==> src/rtl/wb_regfile_pkg.sv <==
// Shared constants and write-back source selection for the WB stage.
package wb_regfile_pkg;

  localparam int DATA_W      = 32;
  localparam int ADDR_W      = 5;
  localparam int LINK_OFFSET = 8;

  localparam logic [ADDR_W-1:0] REG_ZERO = '0;

  typedef enum logic [1:0] {
    WB_SEL_ALU  = 2'd0,
    WB_SEL_MEM  = 2'd1,
    WB_SEL_LINK = 2'd2
  } wb_sel_e;

  // Link beats load, load beats ALU.
  function automatic wb_sel_e wb_sel_f(input logic datac, input logic memto);
    if (datac)      return WB_SEL_LINK;
    else if (memto) return WB_SEL_MEM;
    else            return WB_SEL_ALU;
  endfunction

endpackage

==> src/rtl/wb_regfile_if.sv <==
// MEM->WB input bundle, ID read ports and forwarding outputs of the WB stage.
interface wb_regfile_if
  import wb_regfile_pkg::*;
#(
  parameter int DW = DATA_W,
  parameter int AW = ADDR_W,
  parameter int CW = 32
);

  logic [AW-1:0] write_reg_wb;
  logic [DW-1:0] AluResWb;
  logic [DW-1:0] read_data_wb;
  logic [DW-1:0] pc_wb;
  logic          MemtoRegWb;
  logic          DatacWb;
  logic          RegwriteWb;
  logic [AW-1:0] rs_addr;
  logic [AW-1:0] rt_addr;
  logic [DW-1:0] rs_data;
  logic [DW-1:0] rt_data;
  logic          wb_en;
  logic [AW-1:0] wb_reg;
  logic [DW-1:0] wb_data;
  logic [CW-1:0] wb_count;

  modport master (
    output write_reg_wb, AluResWb, read_data_wb, pc_wb,
    output MemtoRegWb, DatacWb, RegwriteWb, rs_addr, rt_addr,
    input  rs_data, rt_data, wb_en, wb_reg, wb_data, wb_count
  );

  modport slave (
    input  write_reg_wb, AluResWb, read_data_wb, pc_wb,
    input  MemtoRegWb, DatacWb, RegwriteWb, rs_addr, rt_addr,
    output rs_data, rt_data, wb_en, wb_reg, wb_data, wb_count
  );

endinterface

==> src/rtl/wb_regfile_wb_mux.sv <==
// Combinational 3:1 write-back value select (link / load / ALU).
module wb_mux
  import wb_regfile_pkg::*;
#(
  parameter int DW     = DATA_W,
  parameter int LINK_O = LINK_OFFSET
) (
  input  logic          datac_i,
  input  logic          memto_i,
  input  logic [DW-1:0] alu_i,
  input  logic [DW-1:0] mem_i,
  input  logic [DW-1:0] pc_i,
  output logic [DW-1:0] wb_data_o
);

  wb_sel_e sel;

  assign sel = wb_sel_f(datac_i, memto_i);

  // Link value wraps naturally at DW bits.
  always_comb begin
    wb_data_o = alu_i;
    case (sel)
      WB_SEL_LINK: wb_data_o = pc_i + DW'(LINK_O);
      WB_SEL_MEM:  wb_data_o = mem_i;
      default:     wb_data_o = alu_i;
    endcase
  end

endmodule

==> src/rtl/wb_regfile.sv <==
// Write-back stage and GPR file: commit, zero-latency read ports with
// same-cycle bypass, and a retired-write counter.
module wb_regfile
  import wb_regfile_pkg::*;
#(
  parameter int DW     = DATA_W,
  parameter int AW     = ADDR_W,
  parameter int LINK_O = LINK_OFFSET,
  parameter int CNT_W  = 32
) (
  input  logic clk,
  input  logic rst,
  wb_regfile_if.slave bus
);

  localparam int NREG = 1 << AW;

  // Flop array rather than a RAM macro so reset can clear every entry.
  logic [DW-1:0]    gpr_q [NREG];
  logic [CNT_W-1:0] cnt_q;
  logic [CNT_W-1:0] cnt_d;
  logic [DW-1:0]    wb_data;
  logic             wb_en;
  logic [DW-1:0]    rs_data;
  logic [DW-1:0]    rt_data;

  wb_mux #(
    .DW     (DW),
    .LINK_O (LINK_O)
  ) u_wb_mux (
    .datac_i   (bus.DatacWb),
    .memto_i   (bus.MemtoRegWb),
    .alu_i     (bus.AluResWb),
    .mem_i     (bus.read_data_wb),
    .pc_i      (bus.pc_wb),
    .wb_data_o (wb_data)
  );

  // Writes to r0 are dropped, and reset suppresses the commit (and bypass).
  assign wb_en = bus.RegwriteWb & ~rst & (bus.write_reg_wb != AW'(REG_ZERO));
  assign cnt_d = wb_en ? cnt_q + CNT_W'(1) : cnt_q;

  // Read port A: r0 reads zero, a same-cycle commit is forwarded.
  always_comb begin
    rs_data = gpr_q[bus.rs_addr];
    if (bus.rs_addr == AW'(REG_ZERO))
      rs_data = '0;
    else if (wb_en && (bus.rs_addr == bus.write_reg_wb))
      rs_data = wb_data;
  end

  // Read port B: same rules as port A, fully independent.
  always_comb begin
    rt_data = gpr_q[bus.rt_addr];
    if (bus.rt_addr == AW'(REG_ZERO))
      rt_data = '0;
    else if (wb_en && (bus.rt_addr == bus.write_reg_wb))
      rt_data = wb_data;
  end

  // Commit to the array and count retired writes; reset wins over a write.
  always_ff @(posedge clk) begin
    if (rst) begin
      for (int i = 0; i < NREG; i++) gpr_q[i] <= '0;
      cnt_q <= '0;
    end else begin
      if (wb_en) gpr_q[bus.write_reg_wb] <= wb_data;
      cnt_q <= cnt_d;
    end
  end

  assign bus.rs_data  = rs_data;
  assign bus.rt_data  = rt_data;
  assign bus.wb_en    = wb_en;
  assign bus.wb_reg   = bus.write_reg_wb;
  assign bus.wb_data  = wb_data;
  assign bus.wb_count = cnt_q;

endmodule

==> src/flat_wrapper.sv <==
// flat-port wrapper written by rule: the top's interface ports become plain ports
module wb_regfile_flat import wb_regfile_pkg::*;
#(
  parameter int DW     = DATA_W,
  parameter int AW     = ADDR_W,
  parameter int LINK_O = LINK_OFFSET,
  parameter int CNT_W  = 32
)
  (clk, rst, bus_write_reg_wb, bus_AluResWb, bus_read_data_wb, bus_pc_wb, bus_MemtoRegWb, bus_DatacWb, bus_RegwriteWb, bus_rs_addr, bus_rt_addr, bus_rs_data, bus_rt_data, bus_wb_en, bus_wb_reg, bus_wb_data, bus_wb_count);
  wb_regfile_if #(.DW(DW), .AW(AW), .CW(32)) bus_i ();
  input  logic clk;
  input  logic rst;
  input wire logic [$bits(bus_i.write_reg_wb)-1:0] bus_write_reg_wb;
  input wire logic [$bits(bus_i.AluResWb)-1:0] bus_AluResWb;
  input wire logic [$bits(bus_i.read_data_wb)-1:0] bus_read_data_wb;
  input wire logic [$bits(bus_i.pc_wb)-1:0] bus_pc_wb;
  input wire logic [$bits(bus_i.MemtoRegWb)-1:0] bus_MemtoRegWb;
  input wire logic [$bits(bus_i.DatacWb)-1:0] bus_DatacWb;
  input wire logic [$bits(bus_i.RegwriteWb)-1:0] bus_RegwriteWb;
  input wire logic [$bits(bus_i.rs_addr)-1:0] bus_rs_addr;
  input wire logic [$bits(bus_i.rt_addr)-1:0] bus_rt_addr;
  output wire logic [$bits(bus_i.rs_data)-1:0] bus_rs_data;
  output wire logic [$bits(bus_i.rt_data)-1:0] bus_rt_data;
  output wire logic [$bits(bus_i.wb_en)-1:0] bus_wb_en;
  output wire logic [$bits(bus_i.wb_reg)-1:0] bus_wb_reg;
  output wire logic [$bits(bus_i.wb_data)-1:0] bus_wb_data;
  output wire logic [$bits(bus_i.wb_count)-1:0] bus_wb_count;
  assign bus_i.write_reg_wb = bus_write_reg_wb;
  assign bus_i.AluResWb = bus_AluResWb;
  assign bus_i.read_data_wb = bus_read_data_wb;
  assign bus_i.pc_wb = bus_pc_wb;
  assign bus_i.MemtoRegWb = bus_MemtoRegWb;
  assign bus_i.DatacWb = bus_DatacWb;
  assign bus_i.RegwriteWb = bus_RegwriteWb;
  assign bus_i.rs_addr = bus_rs_addr;
  assign bus_i.rt_addr = bus_rt_addr;
  assign bus_rs_data = bus_i.rs_data;
  assign bus_rt_data = bus_i.rt_data;
  assign bus_wb_en = bus_i.wb_en;
  assign bus_wb_reg = bus_i.wb_reg;
  assign bus_wb_data = bus_i.wb_data;
  assign bus_wb_count = bus_i.wb_count;
  wb_regfile #(.DW(DW), .AW(AW), .LINK_O(LINK_O), .CNT_W(CNT_W)) u_core (.clk(clk), .rst(rst), .bus(bus_i));
endmodule
==> config.mk <==
export PLATFORM = sky130hd
export DESIGN_NAME = wb_regfile_flat
export DESIGN_NICKNAME = d
export VERILOG_FILES = /design/src/rtl/wb_regfile_pkg.sv /design/src/rtl/wb_regfile_if.sv /design/src/rtl/wb_regfile_wb_mux.sv /design/src/rtl/wb_regfile.sv /design/src/flat_wrapper.sv
export SDC_FILE = /design/constraint.sdc
export NUM_CORES = 2
export LEC_CHECK = 0
export CORE_MARGIN = 5
export CORE_UTILIZATION = 30
export DETAILED_ROUTE_END_ITERATION = 10
export SKIP_LAST_GASP = 1
export SLEW_MARGIN = 20
export SYNTH_ARGS = -nofsm -noshare
export SYNTH_HDL_FRONTEND = slang
export SYNTH_HIERARCHICAL = 1
export SYNTH_SLANG_ARGS = --single-unit
==> constraint.sdc <==
create_clock -name clk -period 6.95 [get_ports clk]
set_input_delay 2.085 -clock clk [delete_from_list [all_inputs] [get_ports clk]]
set_output_delay 2.085 -clock clk [all_outputs]
set_load 0.005 [all_outputs]
[After elaboration in Yosys (flattened, before gate mapping)]
Memory sizes are Yosys's and may differ from the RTL's.
Index checks and enable logic that the tools add are counted.
Storage, ports and cells
  register bits: 32
  logic and storage cells: 32
  output and inout bits: 134
  bits in writable memories: 1024
  memories: 1
  input port bits: 116
Memories
  u_core.gpr_q: depth 32, width 32, rd ports 2, clocked after Yosys merged registers in 0, write ports 32, line wb_regfile.sv:19  | logic [DW-1:0] gpr_q [NREG];
Operators by class
  multiplexer cells: 15
  bitwise gates (word level): 3
  eq/ne operators: 4
  add/subtract/negate cells: 2
  reduce and logical (&&, ||, !) cells: 6
Operators by type and width (number)
  $mux 32: 5
  $pmux 32 s2: 1
  $add 32x1->32 const B: 1
  $add 32x4->32 const B: 1
  $reduce_or 32->1: 1
  $eq 5x5->1: 2
  $logic_not 5->1: 2
  $mux 1: 7
  $mux 5: 1
  $reduce_bool 5->1: 1
  $and 1x1->1: 2
  $eq 2x1->1 const B: 1
  $eq 2x2->1 const B: 1
  $logic_and 1x1->1: 2
  $mux 2: 1
  $not 1->1: 1

[Depth between registers and ports, before layout]
  depth in word-level cells: 8
  gate-level depth with buffers: 9
  depth with buffers taken out: 8

[By module]
The synthesis kept the hierarchy.
By module, submodules not included
  wb_regfile: cells each 3917, instances 1, area each 57025.9 µm², sequential area each 31390.1 µm²
  wb_mux: cells each 199, instances 1, area each 1290.0 µm², sequential area each 0.0 µm²

[Worst setup path after synthesis]
OpenSTA, ideal clock, no wires.
  path kind: input-to-output
  from: in bus_pc_wb[9]
  to: out bus_rt_data[25]
  slack: 0.756 ns
  path buffers: 2
  data required time: 4.865 ns
  data arrival time: 4.109 ns
  stages on the path: 8
  cell sequence: nand3_2 or4_1 buf_2 or4_1 a31oi_1 clkbuf_1 nand2_1 o31ai_1
On the way
  longest elaborated chain between the ends: 4
RTL lines
  from (decl): line flat_wrapper.sv:16  | input wire logic [$bits(bus_i.pc_wb)-1:0] bus_pc_wb;
  $add 32x4->32: line wb_regfile_wb_mux.sv:24  | WB_SEL_LINK: wb_data_o = pc_i + DW'(LINK_O);
  $pmux 32 s2: line wb_regfile_wb_mux.sv:23  | case (sel)
  net bus_wb_data[25]: line flat_wrapper.sv:26  | output wire logic [$bits(bus_i.wb_data)-1:0] bus_wb_data;
  $mux 32: line wb_regfile.sv:57  | else if (wb_en && (bus.rt_addr == bus.write_reg_wb))
  $mux 32: line wb_regfile.sv:55  | if (bus.rt_addr == AW'(REG_ZERO))
  to (decl): line flat_wrapper.sv:23  | output wire logic [$bits(bus_i.rt_data)-1:0] bus_rt_data;
The timed path passes the listed nets, and every way through them passes these cells.

[Worst setup path in the final report]
  from: in bus_pc_wb[22]
  to: out bus_rt_data[30]
On the way
  longest elaborated chain between the ends: 4
RTL lines (line)
  $add 32x4->32: wb_regfile_wb_mux.sv:24
  $pmux 32 s2: wb_regfile_wb_mux.sv:23
  $mux 32: wb_regfile.sv:57
  $mux 32: wb_regfile.sv:55
No other way between the ends.

==> reports/summary.txt <==
reg-to-reg startpoint: u_core/bus.wb_count[0]
Reg2Reg Depth: 5
dpl cell area: 0.0670 mm2
commonest non-fill, non-tap cell in the layout: edfxtp_1
gr usage total: 22.0%
fin nets: 4639
worst r2r dst: u_core/bus.wb_count[30]
IO Pins: 250
Async SR Flop Fraction: 0%
leakage: 24.1 nW
Synth Area in Simple Gates: 13.8%
final setup vio count: 1
GR Overflow Total: 0
global-route wire length before repair: 322000 um
via count: 41.6k
Post-Synth XOR/XNOR Area: 0.541%
cts hold-fix bufs: 0
Max stage delay on crit path: 520 ps
failing checks: negative setup slack
MaxCap Viol Count: 0
routed len/inst: 32.3 um
Worst EP required: 4870 ps
Avg Inst Size Synth: 14.2 um2
Hold EP: u_core/bus.wb_count[24]
Post-Syn Instances: 4116
core area: 0.193 mm2
design area: 0.0709 mm2
Cell Count, Final, Fillers Out: 7141
relative slew slack: 17.0%
routability cong.: 0.891
internal reg-to-reg setup slack: 4670 ps
First DRT Iteration DRCs: 5425
leading register cell type out of synthesis: edfxtp_1
CTS Sinks: 1056
Worst-Skew Late Latency: 710 ps
Layout area overhead: 21.6%
share of cells above drive strength 1: 29.0%
Yosys reg bits: 1056
crit end category: primary output
WP data arrival: 4870 ps
switching part of the total: 26.4%
Final Hold Fails: 0
crit-path max FO: 6
Post-synth EDFFs: 1024
Synth Area in Adders: 0.0429%
largest family of logic cells by synthesized area: multiplexers
Via density: 5.82
RSZ-0062 raised after global routing: yes
starting density of the core: 30.2%
hold path depth: 2
register area share after synthesis: 53.8%
status: complete, but fails checks
Crit Path Category: in2out
Die Y: 451 um
Tmin final: 6950 ps
Cell Count Post-Placement: 6921
PortBufs: 249
DRC viols: 0
startpoint types: input port
worst-path cell chain: clkdlybuf4s50_1 -> buf_4 -> and4_1 -> nand3_1 -> or4_1 -> a31oi_1 -> buf_4 -> inv_2 -> o21ai_1 -> o31a_1 -> clkdlybuf4s50_1
Die Wd: 451 um
WL final: 231000 um
mapped cell area: 0.0583 mm2
number of buffers created by CTS: 106
CTS tree: built
min-delay src: u_core/bus.wb_count[24]
Least-Margin Pin Slew: 1240 ps
HPWL Detailed: 147000 um
initial antenna violation count: 24
NetSw: 4.19 mW
worst hold margin: 515 ps
Tcrit/Tclk final: 100%
Cell Pwr Density: 224 mW/mm2
total die area: 0.203 mm2
slowest stage cell, crit path: clkdlybuf4s50_1
peak supply drop: 0.000194 V
Compound-Gate Fraction of Synth Area: 5.08%
max frequency: 144 MHz
Comb pwr share: 16.9%
Final WS setup: -0.451 ps
Clk pin slew, worst setup/hold paths: 60 ps
clock share of power: 36.0%
synthesis warning total: 6
TritonRoute pass-1 iters: 5
worst hold path type: reg2reg
Max Buffers Root-to-Sink: 3
Seq pwr share: 47.1%
row count: 161
mux cell area share after synthesis: 22.9%
Setup Skew: 14.5 ps
Netlist cell types: 72
max-slew violations: 0
post-route ant nets: 0
Int Pwr: 11.7 mW
CTS root buffer: clkbuf_16
most frequent cells in the layout: 1024 x edfxtp_1, 777 x and2_1, 474 x mux4_2, 373 x buf_4, 238 x nor3_1
largest net degree at the start of global routing: 73
vias in the first global route: 42.1k
H-tree depth: 3
==> routing by layer <==
| layer | vias to the layer above | routed length [um] | GRT usage (%) |
|---|---|---|---|
| li1 | 16900 | - | - |
| met1 | 21300 | 81700 | 26.6 |
| met2 | 2815 | 109000 | 36.2 |
| met3 | 631 | 23900 | 4.55 |
| met4 | 6 | 16200 | 13.5 |
| met5 | - | 44 | 0 |
==> final cells by class <==
cell class	instances	area (um2)
clock inverter	60	533
antenna	8	20.0
inverter	26	98.8
sequential	1056	31400
clock buffer	134	2840
fill	18200	122000
timing repair buffer	712	7100
multi-input combinational	2619	25800
tap	2526	3160
==> worst max path at each step <==
| stage | start | endpoint | slack (ps) | cells past startpoint |
|---|---|---|---|---|
| floorplan | bus_pc_wb[9] | bus_rt_data[25] | 760 | 8 |
| global placement | bus_pc_wb[4] | bus_rs_data[27] | -540 | 11 |
| detailed placement | bus_pc_wb[4] | bus_rs_data[27] | -520 | 11 |
| CTS | bus_pc_wb[3] | bus_rt_data[27] | -170 | 12 |
| global route | bus_pc_wb[22] | bus_rt_data[30] | -110 | 11 |
| finish | bus_pc_wb[22] | bus_rt_data[30] | -0.5 | 11 |
==> state kept, by name, indices dropped and copies added (netlist names) <==
name / count
u_core/gpr_q: 1024
u_core/bus.wb_count: 32
==> repair_timing <==
action                                  CTS  global route
hold endpoints to repair                  0             0
gates cloned                              0             1
buffers inserted                         10             7
endpoints found under the setup margin   50            38
pin swaps                                21            14
resized for setup                        72            37
==> cell usage after synthesis (all sizes together) (8+ instances only) <==
cell type,n,area [um2]
mux4,474,10700
nand2,79,297
o21ai,92,468
mux2i,192,1920
nor2,102,383
nand2b,8,50.1
o211a,13,130
dfxtp,32,641
mux2,68,766
clkbuf,293,1100
a211oi,32,240
edfxtp,1024,30700
and2,777,4860
a22oi,18,135
or3,11,73.8
o31ai,33,248
a221o,19,190
or4,19,150
o22ai,40,250
nand4,28,196
nor2b,33,206
buf,153,1010
and3,11,68.8
nand3,34,185
a21oi,54,270
a31oi,14,87.6
inv,26,97.6
xnor2,25,219
a221oi,66,578
or2,8,50.1
and4,9,81.3
nor3,240,1210
nor4,14,87.6
xor2,11,96.3
==> critical path: cells and delay by family <==
kind,cells,cell delay [ps]
simple gates,3,780
compound gates,3,560
buf+inv,5,1420
==> stage by stage <==
step / worst slack, ps / power, mW / setup TNS [ps] / util (%)
2_1_floorplan: 756 / 8.91 / 0 / -
3_3_place_gp: -544 / 10.2 / -10650 / 34.7
3_5_place_dp: -519 / 10.2 / -10810 / 34.7
4_1_cts: -169 / 15.9 / -452 / 36.6
5_1_grt: -108 / 16.3 / -177 / 36.7
6_report: -0.451 / 15.9 / -0.451 / 36.7
==> power groups by stage <==
stage / logic [mW] / clock network, mW / registers (mW)
global placement: 2.60 / 0 / 7.60
CTS: 2.64 / 5.79 / 7.49
global route: 2.76 / 6.04 / 7.53
finish: 2.68 / 5.73 / 7.49
detailed placement: 2.61 / 0 / 7.62
floorplan: 1.33 / 0 / 7.57
==> cells by family after synthesis <==
family / Yosys count
AOI/OAI and AO/OA: 424
other: 1
DFF: 1056
adders and majority gates: 2
and+or+nand+nor: 1391
xor gates and xnor gates: 36
buffers and inverters: 472
muxes: 734
(Power assumes the default switching activity.)
